`src/rtl/bypass_scoreboard_pkg.sv`:
```
// -----------------------------------------------------------------------------
// bypass_scoreboard_pkg
// Shared constants for the decode-stage bypass network and register scoreboard.
//   BYPASS_STAGE_EXEC/MEM/WB : bypass stage indices, 0 = youngest
//   PREG_ZERO                : hard-wired zero physical register
// -----------------------------------------------------------------------------
package bypass_scoreboard_pkg;

    localparam int BYPASS_STAGE_EXEC = 0;
    localparam int BYPASS_STAGE_MEM  = 1;
    localparam int BYPASS_STAGE_WB   = 2;

    localparam int PREG_ZERO = 0;

endpackage : bypass_scoreboard_pkg

```
`src/rtl/bypass_port_mux.sv`:
```
// -----------------------------------------------------------------------------
// bypass_port_mux
// Operand select for one decode source port. Scans the bypass stages from
// youngest to oldest and takes the first stage writing the source register.
// Ports:
//   src_en, src_addr, src_rf_data : source request and register-file data
//   busy                          : scoreboard bit for src_addr
//   stg_wb/stg_ready/stg_addr/stg_data : per-stage write info
//   data                          : bypassed operand
//   hazard                        : operand not yet available, decode must hold
// -----------------------------------------------------------------------------
module bypass_port_mux
    import bypass_scoreboard_pkg::*;
#(
    parameter int DATA_WIDTH = 32,
    parameter int PREG_WIDTH = 6,
    parameter int NUM_STAGES = 3,
    parameter int HARD_ZERO  = 1
) (
    input  logic                             src_en,
    input  logic [PREG_WIDTH-1:0]            src_addr,
    input  logic [DATA_WIDTH-1:0]            src_rf_data,
    input  logic                             busy,
    input  logic [NUM_STAGES-1:0]            stg_wb,
    input  logic [NUM_STAGES-1:0]            stg_ready,
    input  logic [NUM_STAGES*PREG_WIDTH-1:0] stg_addr,
    input  logic [NUM_STAGES*DATA_WIDTH-1:0] stg_data,
    output logic [DATA_WIDTH-1:0]            data,
    output logic                             hazard
);

    logic found;

    always_comb begin
        data   = src_rf_data;
        hazard = 1'b0;
        found  = 1'b0;
        for (int k = 0; k < NUM_STAGES; k++) begin
            if (!found && stg_wb[k] && (stg_addr[k*PREG_WIDTH +: PREG_WIDTH] == src_addr)) begin
                found = 1'b1;
                if (stg_ready[k]) begin
                    data = stg_data[k*DATA_WIDTH +: DATA_WIDTH];
                end else begin
                    // Youngest producer is still computing; older stages hold stale values.
                    hazard = 1'b1;
                end
            end
        end
        if (!found && busy) begin
            hazard = 1'b1;
        end
        if (!src_en) begin
            data   = src_rf_data;
            hazard = 1'b0;
        end
        if ((HARD_ZERO != 0) && (src_addr == PREG_WIDTH'(PREG_ZERO))) begin
            data   = '0;
            hazard = 1'b0;
        end
    end

endmodule : bypass_port_mux

```
`src/rtl/bypass_scoreboard.sv`:
```
// -----------------------------------------------------------------------------
// bypass_scoreboard
// Decode-stage bypass network plus busy-bit scoreboard over physical registers.
// Each source port takes the youngest ready stage value; sources whose producer
// is in flight but not forwardable raise dec_stall.
// Ports:
//   clk, rst_n (synchronous, active low)
//   src_en/src_addr/src_rf_data -> src_data, dec_stall
//   issue_en/issue_addr         : sets busy (ignored while dec_stall)
//   stg_wb/stg_ready/stg_addr/stg_data : bypass stages, 0 = youngest
//   commit_en/commit_addr, kill_en/kill_addr : clear busy
//   perf_stall_cnt              : saturating stall-cycle count
// Optional: define BYPASS_STALL_CNT_EN to build the stall counter; otherwise
// perf_stall_cnt is tied to zero.
// -----------------------------------------------------------------------------
module bypass_scoreboard
    import bypass_scoreboard_pkg::*;
#(
    parameter int DATA_WIDTH = 32,
    parameter int PREG_WIDTH = 6,
    parameter int NUM_READ   = 2,
    parameter int NUM_STAGES = 3,
    parameter int HARD_ZERO  = 1
) (
    input  logic                             clk,
    input  logic                             rst_n,
    input  logic [NUM_READ-1:0]              src_en,
    input  logic [NUM_READ*PREG_WIDTH-1:0]   src_addr,
    input  logic [NUM_READ*DATA_WIDTH-1:0]   src_rf_data,
    output logic [NUM_READ*DATA_WIDTH-1:0]   src_data,
    output logic                             dec_stall,
    input  logic                             issue_en,
    input  logic [PREG_WIDTH-1:0]            issue_addr,
    input  logic [NUM_STAGES-1:0]            stg_wb,
    input  logic [NUM_STAGES-1:0]            stg_ready,
    input  logic [NUM_STAGES*PREG_WIDTH-1:0] stg_addr,
    input  logic [NUM_STAGES*DATA_WIDTH-1:0] stg_data,
    input  logic                             commit_en,
    input  logic [PREG_WIDTH-1:0]            commit_addr,
    input  logic                             kill_en,
    input  logic [PREG_WIDTH-1:0]            kill_addr,
    output logic [31:0]                      perf_stall_cnt
);

    localparam int NUM_PREG = 2 ** PREG_WIDTH;

    logic [NUM_PREG-1:0] busy;
    logic [NUM_READ-1:0] hazard;

    for (genvar i = 0; i < NUM_READ; i++) begin : g_port
        bypass_port_mux #(
            .DATA_WIDTH (DATA_WIDTH),
            .PREG_WIDTH (PREG_WIDTH),
            .NUM_STAGES (NUM_STAGES),
            .HARD_ZERO  (HARD_ZERO)
        ) u_mux (
            .src_en      (src_en[i]),
            .src_addr    (src_addr[i*PREG_WIDTH +: PREG_WIDTH]),
            .src_rf_data (src_rf_data[i*DATA_WIDTH +: DATA_WIDTH]),
            .busy        (busy[src_addr[i*PREG_WIDTH +: PREG_WIDTH]]),
            .stg_wb      (stg_wb),
            .stg_ready   (stg_ready),
            .stg_addr    (stg_addr),
            .stg_data    (stg_data),
            .data        (src_data[i*DATA_WIDTH +: DATA_WIDTH]),
            .hazard      (hazard[i])
        );
    end

    assign dec_stall = |hazard;

    // Later assignments win, so a same-cycle issue overrides commit/kill on one address.
    always_ff @(posedge clk) begin
        if (!rst_n) begin
            busy <= '0;
        end else begin
            if (commit_en) begin
                busy[commit_addr] <= 1'b0;
            end
            if (kill_en) begin
                busy[kill_addr] <= 1'b0;
            end
            if (issue_en && !dec_stall) begin
                busy[issue_addr] <= 1'b1;
            end
            if (HARD_ZERO != 0) begin
                busy[PREG_ZERO] <= 1'b0;
            end
        end
    end

`ifdef BYPASS_STALL_CNT_EN
    logic [31:0] stall_cnt;

    always_ff @(posedge clk) begin
        if (!rst_n) begin
            stall_cnt <= '0;
        end else if (dec_stall && (stall_cnt != 32'hFFFF_FFFF)) begin
            stall_cnt <= stall_cnt + 32'd1;
        end
    end

    assign perf_stall_cnt = stall_cnt;
`else
    assign perf_stall_cnt = '0;
`endif

endmodule : bypass_scoreboard
```
`config.mk`:
```
export PLATFORM = sky130hd
export DESIGN_NAME = bypass_scoreboard
export DESIGN_NICKNAME = d
export VERILOG_FILES = /design/src/rtl/bypass_scoreboard_pkg.sv /design/src/rtl/bypass_port_mux.sv /design/src/rtl/bypass_scoreboard.sv
export SDC_FILE = /design/constraint.sdc
export NUM_CORES = 1
export LEC_CHECK = 0
export ABC_AREA = 0
export CELL_PAD_IN_SITES_DETAIL_PLACEMENT = 0
export CELL_PAD_IN_SITES_GLOBAL_PLACEMENT = 1
export CORE_ASPECT_RATIO = 1.75
export CORE_MARGIN = 10
export CORE_UTILIZATION = 37
export DETAILED_ROUTE_END_ITERATION = 10
export GPL_TIMING_DRIVEN = 0
export PLACE_DENSITY = 0.95
export SLEW_MARGIN = 0
export SYNTH_ARGS = -nofsm -noshare
export SYNTH_HDL_FRONTEND = slang
export SYNTH_HIERARCHICAL = 1
export SYNTH_SLANG_ARGS = --single-unit
export TNS_END_PERCENT = 100
```
`constraint.sdc`:
```
create_clock -name clk -period 4.52 [get_ports clk]
set_clock_uncertainty 0.1 [all_clocks]
set_input_delay 0.452 -clock clk [delete_from_list [all_inputs] [get_ports clk]]
set_output_delay 0.452 -clock clk [all_outputs]
set_load 0.02 [all_outputs]
```
# ---- Word-level counts from Yosys, hierarchy flattened
# Cells that the tools add are included.
dict set report word_totals {
  regBits 64
  out_inout_bits 97
  elab_cells 101
}
dict set report op_classes {
  order_cmp 8
  eq_ne 6
  muxes 54
  n_bitwise 5
  n_reduce_logical 26
}
# op n
set ops {}
lappend ops {{$mux W32} 16}
lappend ops {{$mux W64} 5}
lappend ops {{$and A64 B64 Y64} 2}
lappend ops {{$not A64 Y64} 2}
lappend ops {{$or A64 B64 Y64} 1}
lappend ops {{$eq A6 B6 Y1} 6}
lappend ops {{$lt A6 B7 Y1 const B} 5}
lappend ops {{$mux W1} 28}
lappend ops {{$demux W1 S6} 3}
lappend ops {{$ge A6 B1 Y1 const B} 3}
lappend ops {{$logic_and A1 B1 Y1} 16}
lappend ops {{$bmux W1 S6} 2}
lappend ops {{$logic_not A6 Y1} 2}
lappend ops {{$logic_not A1 Y1} 7}
lappend ops {{$reduce_or A2 Y1} 1}

# ---- Depth between registers and ports, before layout
# Gate-level depths: netlist of run 1.
dict set report logic_depth {
  ltp_word 20
  depth_mapped 15
  depth_no_buf 13
}

# ---- Modules after synthesis
# The synthesis of run 1 kept the hierarchy.
# module instances cells_each area_each_um2
set by_module_without_submodules {}
lappend by_module_without_submodules {bypass_port_mux 2 563 3085.5}
lappend by_module_without_submodules {bypass_scoreboard 1 483 4615.7}

# ---- Worst setup path before layout of run 1
# Ideal clock, no wire load.
dict set report synth_path {
  path_kind {input-to-reg}
  from {in src_addr[6]}
  to {reg busy[6]}
  setup_time_ns 0.066
  t_arrival_ns 3.003
  slack_ns 1.352
  cell_stages 15
  cell_sequence {buf_6 -> buf_12 -> mux4_2 -> mux2i_1 -> mux2i_1 -> o211ai_2 -> o311ai_1 -> a21o_1 -> a21oi_1 -> o32ai_1 -> nor3b_2 -> nand2_1 -> nor3b_2 -> a22oi_1 -> nor2b_1}
}
dict set report synth_via {
  elab_chain_cells 20
}
# element line
set synth_rtl {}
lappend synth_rtl {{start: declaration} bypass_scoreboard.sv:28} ;# input logic [NUM_READ*PREG_WIDTH-1:0] src_addr,
lappend synth_rtl {{$eq A6 B6 Y1} bypass_port_mux.sv:39} ;# if (!found && stg_wb[k] && (stg_addr[k*PREG_WIDTH +: PREG_WIDTH] == src_addr)) begin
lappend synth_rtl {{$logic_and A1 B1 Y1} bypass_port_mux.sv:39}
lappend synth_rtl {{$mux W1} bypass_port_mux.sv:39}
lappend synth_rtl {{$logic_not A1 Y1} bypass_port_mux.sv:39}
lappend synth_rtl {{$logic_and A1 B1 Y1 (2 in a row)} bypass_port_mux.sv:39}
lappend synth_rtl {{$mux W1} bypass_port_mux.sv:39}
lappend synth_rtl {{$logic_not A1 Y1} bypass_port_mux.sv:39}
lappend synth_rtl {{$logic_and A1 B1 Y1 (2 in a row)} bypass_port_mux.sv:39}
lappend synth_rtl {{[3 not listed]} --}
lappend synth_rtl {{$mux W1} bypass_port_mux.sv:49} ;# if (!found && busy) begin
lappend synth_rtl {{$mux W1} bypass_port_mux.sv:52} ;# if (!src_en) begin
lappend synth_rtl {{$mux W1 (*)} bypass_port_mux.sv:56} ;# if ((HARD_ZERO != 0) && (src_addr == PREG_WIDTH'(PREG_ZERO))) begin
lappend synth_rtl {{named net hazard[1]} bypass_scoreboard.sv:48} ;# logic [NUM_READ-1:0] hazard;
lappend synth_rtl {{$reduce_or A2 Y1 (*)} bypass_scoreboard.sv:70} ;# assign dec_stall = |hazard;
lappend synth_rtl {{$logic_not A1 Y1 (*)} bypass_scoreboard.sv:83} ;# if (issue_en && !dec_stall) begin
lappend synth_rtl {{$logic_and A1 B1 Y1 (*)} bypass_scoreboard.sv:83}
lappend synth_rtl {{$mux W64 (*)} bypass_scoreboard.sv:83}
lappend synth_rtl {{end signal: assignment} bypass_scoreboard.sv:75} ;# busy <= '0;
lappend synth_rtl {{end signal: indexed assignment} bypass_scoreboard.sv:84} ;# busy[issue_addr] <= 1'b1;
lappend synth_rtl {{end signal: indexed assignment} bypass_scoreboard.sv:87} ;# busy[PREG_ZERO] <= 1'b0;
lappend synth_rtl {{end: declaration} bypass_scoreboard.sv:47} ;# logic [NUM_PREG-1:0] busy;
# Mark *: on every way through the listed nets, which the timed path passes. The rest lies on a longest branch. The select of a mux whose other input is x is not followed.
# A chain may end at the register's enable or synchronous reset.

# ---- Worst setup path after layout of run 1
dict set report layout_path {
  from {in src_addr[0]}
  to {reg busy[18]}
}
# Same word-level chain as after synthesis.

==> results of run 1 <==
## cell type report
cell class	instances	area, um2
Fill cell	2987	14050
Multi-Input combinational cell	1291	8493
Timing Repair Buffer	280	2833
Sequential cell	63	1261
Buffer	213	1018
Tap cell	378	473.0
Clock buffer	13	260.3
Inverter	69	259.0
Clock inverter	3	65.06
Antenna cell	4	10.01
## through the flow
stage / setup slack [ns] / instances
3_5_place_dp: -0.8897 / 2293
6_report: 0.08478 / 2314
2_1_floorplan: 1.352 / 1640
5_1_grt: -0.009337 / 2312
3_3_place_gp: -0.8785 / 2293
4_1_cts: 0.009654 / 2309
## critical path, cell delays in order
cell and delay [ns]:
clkdlybuf4s18_2 0.33, buf_8 0.21, buf_6 0.20, mux4_2 0.55
a31oi_1 0.23, nand3_1 0.10, nand3_1 0.13, o311ai_1 0.24
a21o_1 0.24, a21oi_2 0.18, o32ai_4 0.18, nor3b_2 0.45
and2_1 0.19, clkbuf_1 0.50, a22oi_1 0.21, nor2b_1 0.17
## cell families after synthesis
group | count (synthesis) | share of synthesized area (%)
flip-flops | 63 | 11.69
other | 1 | 0.03477
AO/OA/AOI/OAI | 715 | 41.89
multiplexers | 45 | 8.027
XOR/XNOR | 36 | 2.923
buffers and inverters | 286 | 11.83
AND/OR/NAND/NOR | 463 | 23.61
## power groups by stage
stage	clock (mW)	combinational (mW)	sequential (mW)
2_1_floorplan	0	0.599	0.573
3_3_place_gp	0	1.19	0.574
3_5_place_dp	0	1.19	0.574
4_1_cts	0.751	1.21	0.563
5_1_grt	0.768	1.31	0.563
6_report	0.751	1.26	0.563
## per-layer routing
layer	share of wire (%)	global-route usage, %	vias up
met2	49	61.25	1141
met1	33	35.43	7128
met5	0	0	-
met3	7.9	5.324	348
li1	-	-	6725
met4	11	30.42	0
## placed cells by master, fill, tap and decap left out, types with 6 or more instances in the layout
master	synthesis	routed
clkdlybuf4s50_1	0	266
a21oi_1	193	190
nand2_1	152	152
clkbuf_1	154	149
o21ai_0	126	126
a22oi_1	121	121
inv_1	69	69
nor2b_1	67	67
and3_1	68	66
nor4_1	67	65
a31oi_1	65	64
a211oi_1	64	64
dfxtp_1	63	63
o211ai_1	62	62
o31ai_1	62	62
buf_4	33	36
conb_1	1	32
nor2_1	30	28
xnor2_1	24	24
mux4_2	20	20
buf_2	20	18
nand3_1	16	16
mux2i_1	13	13
xor2_1	12	12
mux4_1	10	10
nand2b_1	9	9
clkbuf_16	0	9
nor3b_2	9	7
nor3_1	7	7
and3b_1	6	6
## synthesized netlist by cell type, drive strengths merged, types with 12 or more instances
cell type,instances,area share (%)
nor4,67,3.9
nand3,16,0.74
a31oi,65,3.8
inv,69,2.4
o31ai,62,4.3
xnor2,24,1.9
mux2i,13,1.2
nor2b,67,3.9
dfxtp,63,12
xor2,12,0.97
nor3b,12,1.3
and3,68,3.9
a211oi,64,4.5
a22oi,121,8.4
nor2,32,1.2
mux4,30,6.6
a21oi,193,9.0
clkbuf,154,5.4
o21ai,126,5.8
buf,63,4.1
o211ai,63,4.4
nand2,152,5.3
## timing repair
action                                  4_1_cts  5_1_grt
setup buffers                                 3        2
endpoints found under the setup margin       96       90
pin swaps                                     2        4
gates resized for setup                      22       22
## path summary, 6_finish.rpt
| kind | from | to | slack [ns] | cells past startpoint |
|---|---|---|---|---|
| setup reg to reg | busy[26] | busy[18] | 0.65 | 12 |
| setup / recovery | src_addr[0] | busy[18] | 0.08 | 16 |
| hold reg to reg | busy[35] | busy[35] | 0.40 | 2 |
| hold / removal | busy[35] | busy[35] | 0.40 | 2 |
==> impl_metrics.yaml, run 1 <==
global_routing:
  track_usage_pct: 35.07
  grt_pass1_vias: 15070
  antenna_found_initial: 3
  grt_overflow: 0
  grt_max_degree: 11
  grt_pass1_wl_mm: 97.57
detailed_routing:
  via_count: 15340
  drt_pass1_iterations: 7
  wl_mm: 68.58
  detail-route-antenna-nets: 0
  via_per_inst: 6.630
  post-route-drc-count: 0
  detail_route.wl_per_cell_um: 29.64
  drt_iter0_drc: 2057
run:
  timing.max_cap.violations: 0
worst_setup_path:
  path_max_fanout: 10
  cp-start-kind: "input pin"
  cp.required_ns: 4.68
  worstSetupEndpointType: "flop"
  worst-endpoint-arrival_ns: 4.60
  critical_path_class: "in -> reg"
floorplan:
  dieHeight_um: 245.9
  die_w_um: 149.1
  dieArea_um2: 36650
  num_io_pins: 318
  start_util_pct: 37.55
  core_area_um2: 28730
  num_rows: 82
sta:
  drv_slew: 0
  timing.final.crit_period_ns: 4.435
  tightest_slew_ns: 1.091
  finalSetupTns_ns: 0
  setup_violations: 0
  rsz0062_at_grt: "true"
  fin_crit_sh_pct: 98.12
  hold_viol: 0
  fin_hold_ws_ns: 0.3973
  relSlewSlack_pct: 26.71
  max_clock_freq_ghz: 0.2255
placement:
  io_buffer_count: 275
  dpl_cell_area_um2: 14130
  dp_hpwl_mm: 54.68
  place_congestion: 1.061
layout:
  largest_register_ffs: 63
  nets: 2148
  reg_top3: "busy (63)"
  drive_gt1_share_pct: 7.195
  areaGrowthSynthToFinish_pct: 36.03
  fin_area_um2: 14670
  final_core_utilization_pct: 51.08
  largest-register: "busy"
cts:
  cts_tree: "built"
  clk_latency_ns: 0.34
  hold_buffers: 0
  htreeDepth: 3
  clkTransAtPathRegs_ns: 0.05
  clk_path_buf_depth: 2
  cts-root-buf: "clkbuf_16"
  cts_num_sinks: 63
  cts_made_buffers: 9
power:
  p_per_area_nw_per_um2: 175.3
  pwr-share-clk_pct: 29.2
  p_int_mw: 1.559
  switchingPower_mw: 1.013
  p_leak_nw: 5.492
  ir_worst_vdd_mv: 0.3418
  p_total_mw: 2.572
  p_seq_share_pct: 21.9
  comb_power_share_pct: 48.9
  switching_share_pct: 39.40
logic_synthesis:
  synth-main-ff-cell: "dfxtp_1"
  mappedNetlistArea_um2: 10790
  ys_warn_count: 6
  synth-seq-cells: 63
  async_reset_ff_share_pct: 0
  avgSynthCellArea_um2: 6.704
  synth_edf_count: 0
  syn_inst: 1609
  seq_area_frac_synth_pct: 11.69
  synthDistinctLibCells: 56
hold_path:
  min_path_type: "reg -> reg"
status:
  outcome: "finished, final reports clean"
Power figures use the tool's default switching activity.
==> run 2: changes to the inputs <==
--- a/config.mk
+++ b/config.mk
@@ -12,9 +12,9 @@
 export CORE_MARGIN = 10
 export CORE_UTILIZATION = 37
 export DETAILED_ROUTE_END_ITERATION = 10
-export GPL_TIMING_DRIVEN = 0
 export PLACE_DENSITY = 0.95
-export SLEW_MARGIN = 0
+export RECOVER_POWER = 25
+export SLEW_MARGIN = 20
 export SYNTH_ARGS = -nofsm -noshare
 export SYNTH_HDL_FRONTEND = slang
 export SYNTH_HIERARCHICAL = 1
==> run 2 against run 1 <==
  * Non-clock buffer count down 144
  * Critical path depth fell by 8
  * Via count shrank 4.1%
  * Core utilization decreased by 1.8 points
  * Total power decreased by 5.5%
  * Critical endpoint is now src_data[8]
  * Combinational power decreased by 6%
  * Fmax increased by 0.57%
  * Largest cell class unchanged
  * Die area unchanged
  * Global-route usage shrank 4.7 points
  * Count of clock-buffer cells in the layout fell by 3
  * Largest power group unchanged
  * Sequential power about the same
==> impl_metrics.yaml, run 2 (synthesis results as in run 1) <==
power:
  switchingPower_mw: 0.9705
  p_leak_nw: 5.264
  ir_worst_vdd_mv: 0.2077
  comb_power_share_pct: 48.9
  p_seq_share_pct: 23.2
  pwr-share-clk_pct: 27.9
  p_int_mw: 1.461
  p_per_area_nw_per_um2: 171.6
  switching_share_pct: 39.92
detailed_routing:
  drt_iter0_drc: 2157
  via_count: 14720
  wl_mm: 59.68
  post-route-drc-count: 0
  drt_pass1_iterations: 7
  detail_route.wl_per_cell_um: 27.50
  detail-route-antenna-nets: 0
  via_per_inst: 6.781
floorplan:
  dieHeight_um: 245.9
  die_w_um: 149.1
  num_io_pins: 318
  core_area_um2: 28730
  dieArea_um2: 36650
  num_rows: 82
  start_util_pct: 37.55
sta:
  drv_slew: 0
  max_clock_freq_ghz: 0.2268
  fin_crit_sh_pct: 97.57
  finalSetupTns_ns: 0
  setup_violations: 0
  rsz0062_at_grt: "false"
  tightest_slew_ns: 0.9829
  fin_hold_ws_ns: 0.4122
  timing.final.crit_period_ns: 4.410
  hold_viol: 0
  relSlewSlack_pct: 33.97
worst_setup_path:
  critical_path_class: "in -> out"
  cp.required_ns: 3.97
  path_max_fanout: 28
  worstSetupEndpointType: "primary output"
  cp-start-kind: "input pin"
  worst-endpoint-arrival_ns: 3.86
layout:
  largest-register: "busy"
  final_core_utilization_pct: 49.30
  n_fill_cell: 2888
  reg_top3: "busy (63)"
  largest_register_ffs: 63
  layout_common_cells: "clkdlybuf4s50_1, a21oi_1, nand2_1"
  layout_commonest_cell: "clkdlybuf4s50_1"
  nets: 2004
  drive_gt1_share_pct: 7.438
  fin_area_um2: 14160
  areaGrowthSynthToFinish_pct: 31.31
global_routing:
  track_usage_pct: 30.38
  antenna_found_initial: 5
  grt_pass1_wl_mm: 87.96
  grt_max_degree: 115
  grt_pass1_vias: 14100
  grt_overflow: 0
placement:
  place_congestion: 0.9966
  dp_hpwl_mm: 43.30
  dpl_cell_area_um2: 13880
  io_buffer_count: 285
status:
  outcome: "finished, final reports clean"
cts:
  hold_buffers: 0
  clkTransAtPathRegs_ns: 0.05
  cts.repair.resized: 0
  cts_made_buffers: 9
  htreeDepth: 3
  cts_num_sinks: 63
  post_cts_buffers: 0
  clk_latency_ns: 0.33
  clk_path_buf_depth: 2
  cts-root-buf: "clkbuf_16"
  cts_tree: "built"
hold_path:
  min_path_type: "reg -> reg"
run:
  timing.max_cap.violations: 0
-- run 2: through the flow --
step                      std cells  worst slack [ns]  power [mW]
after floorplan                1640             1.352       1.173
final                          2170            0.1099       2.431
after global placement         2150            0.2516       1.725
after detailed placement       2150            0.2559       1.732
after CTS                      2166            0.2425       2.406
after global routing           2170           0.04399       2.515
-- run 2: worst paths after layout --
check              startpoint          end  slack [ns]  cells past startpoint
setup / recovery  src_addr[1]  src_data[8]        0.11                      8
hold / removal       busy[35]     busy[35]        0.41                      2
setup reg to reg     busy[41]     busy[20]        0.88                     14
hold reg to reg      busy[35]     busy[35]        0.41                      2
-- run 2: area by class of cell --
class / instances / area [um2] / share of cell area, %
multi-input cells: 1291 / 8408 / 59.36
clock inverters: 6 / 61.31 / 0.4329
inverters: 69 / 259.0 / 1.829
flip-flops and latches: 63 / 1261 / 8.905
diodes: 4 / 10.01 / 0.07067
clock buffers: 10 / 229.0 / 1.617
well taps: 378 / 473.0 / 3.339
repair buffers: 349 / 3462 / 24.44
-- run 2: power groups by stage --
| stage | logic (mW) | registers [mW] | clock network (mW) |
|---|---|---|---|
| floorplan | 0.599 | 0.573 | 0 |
| global placement | 1.15 | 0.575 | 0 |
| detailed placement | 1.16 | 0.575 | 0 |
| CTS | 1.16 | 0.563 | 0.682 |
| global route | 1.25 | 0.563 | 0.707 |
| finish | 1.19 | 0.563 | 0.679 |
-- run 2: critical path, stage by stage --
cell and delay (ns):
dlygate4sd3_1 0.88, buf_4 0.25, xnor2_1 0.08, nand3_1 0.14
or2_2 0.67, o211ai_1 0.17, a31oi_1 0.48, clkdlybuf4s50_1 0.71
-- run 2: layer usage --
| metal | global-route usage, % | wire length, um | up-vias |
|---|---|---|---|
| met3 | 4.643 | 5167 | 262 |
| met1 | 34.88 | 21110 | 6956 |
| met2 | 51.37 | 28710 | 1062 |
| met5 | 0 | 13 | - |
| met4 | 19.03 | 4677 | 2 |
| li1 | - | - | 6433 |
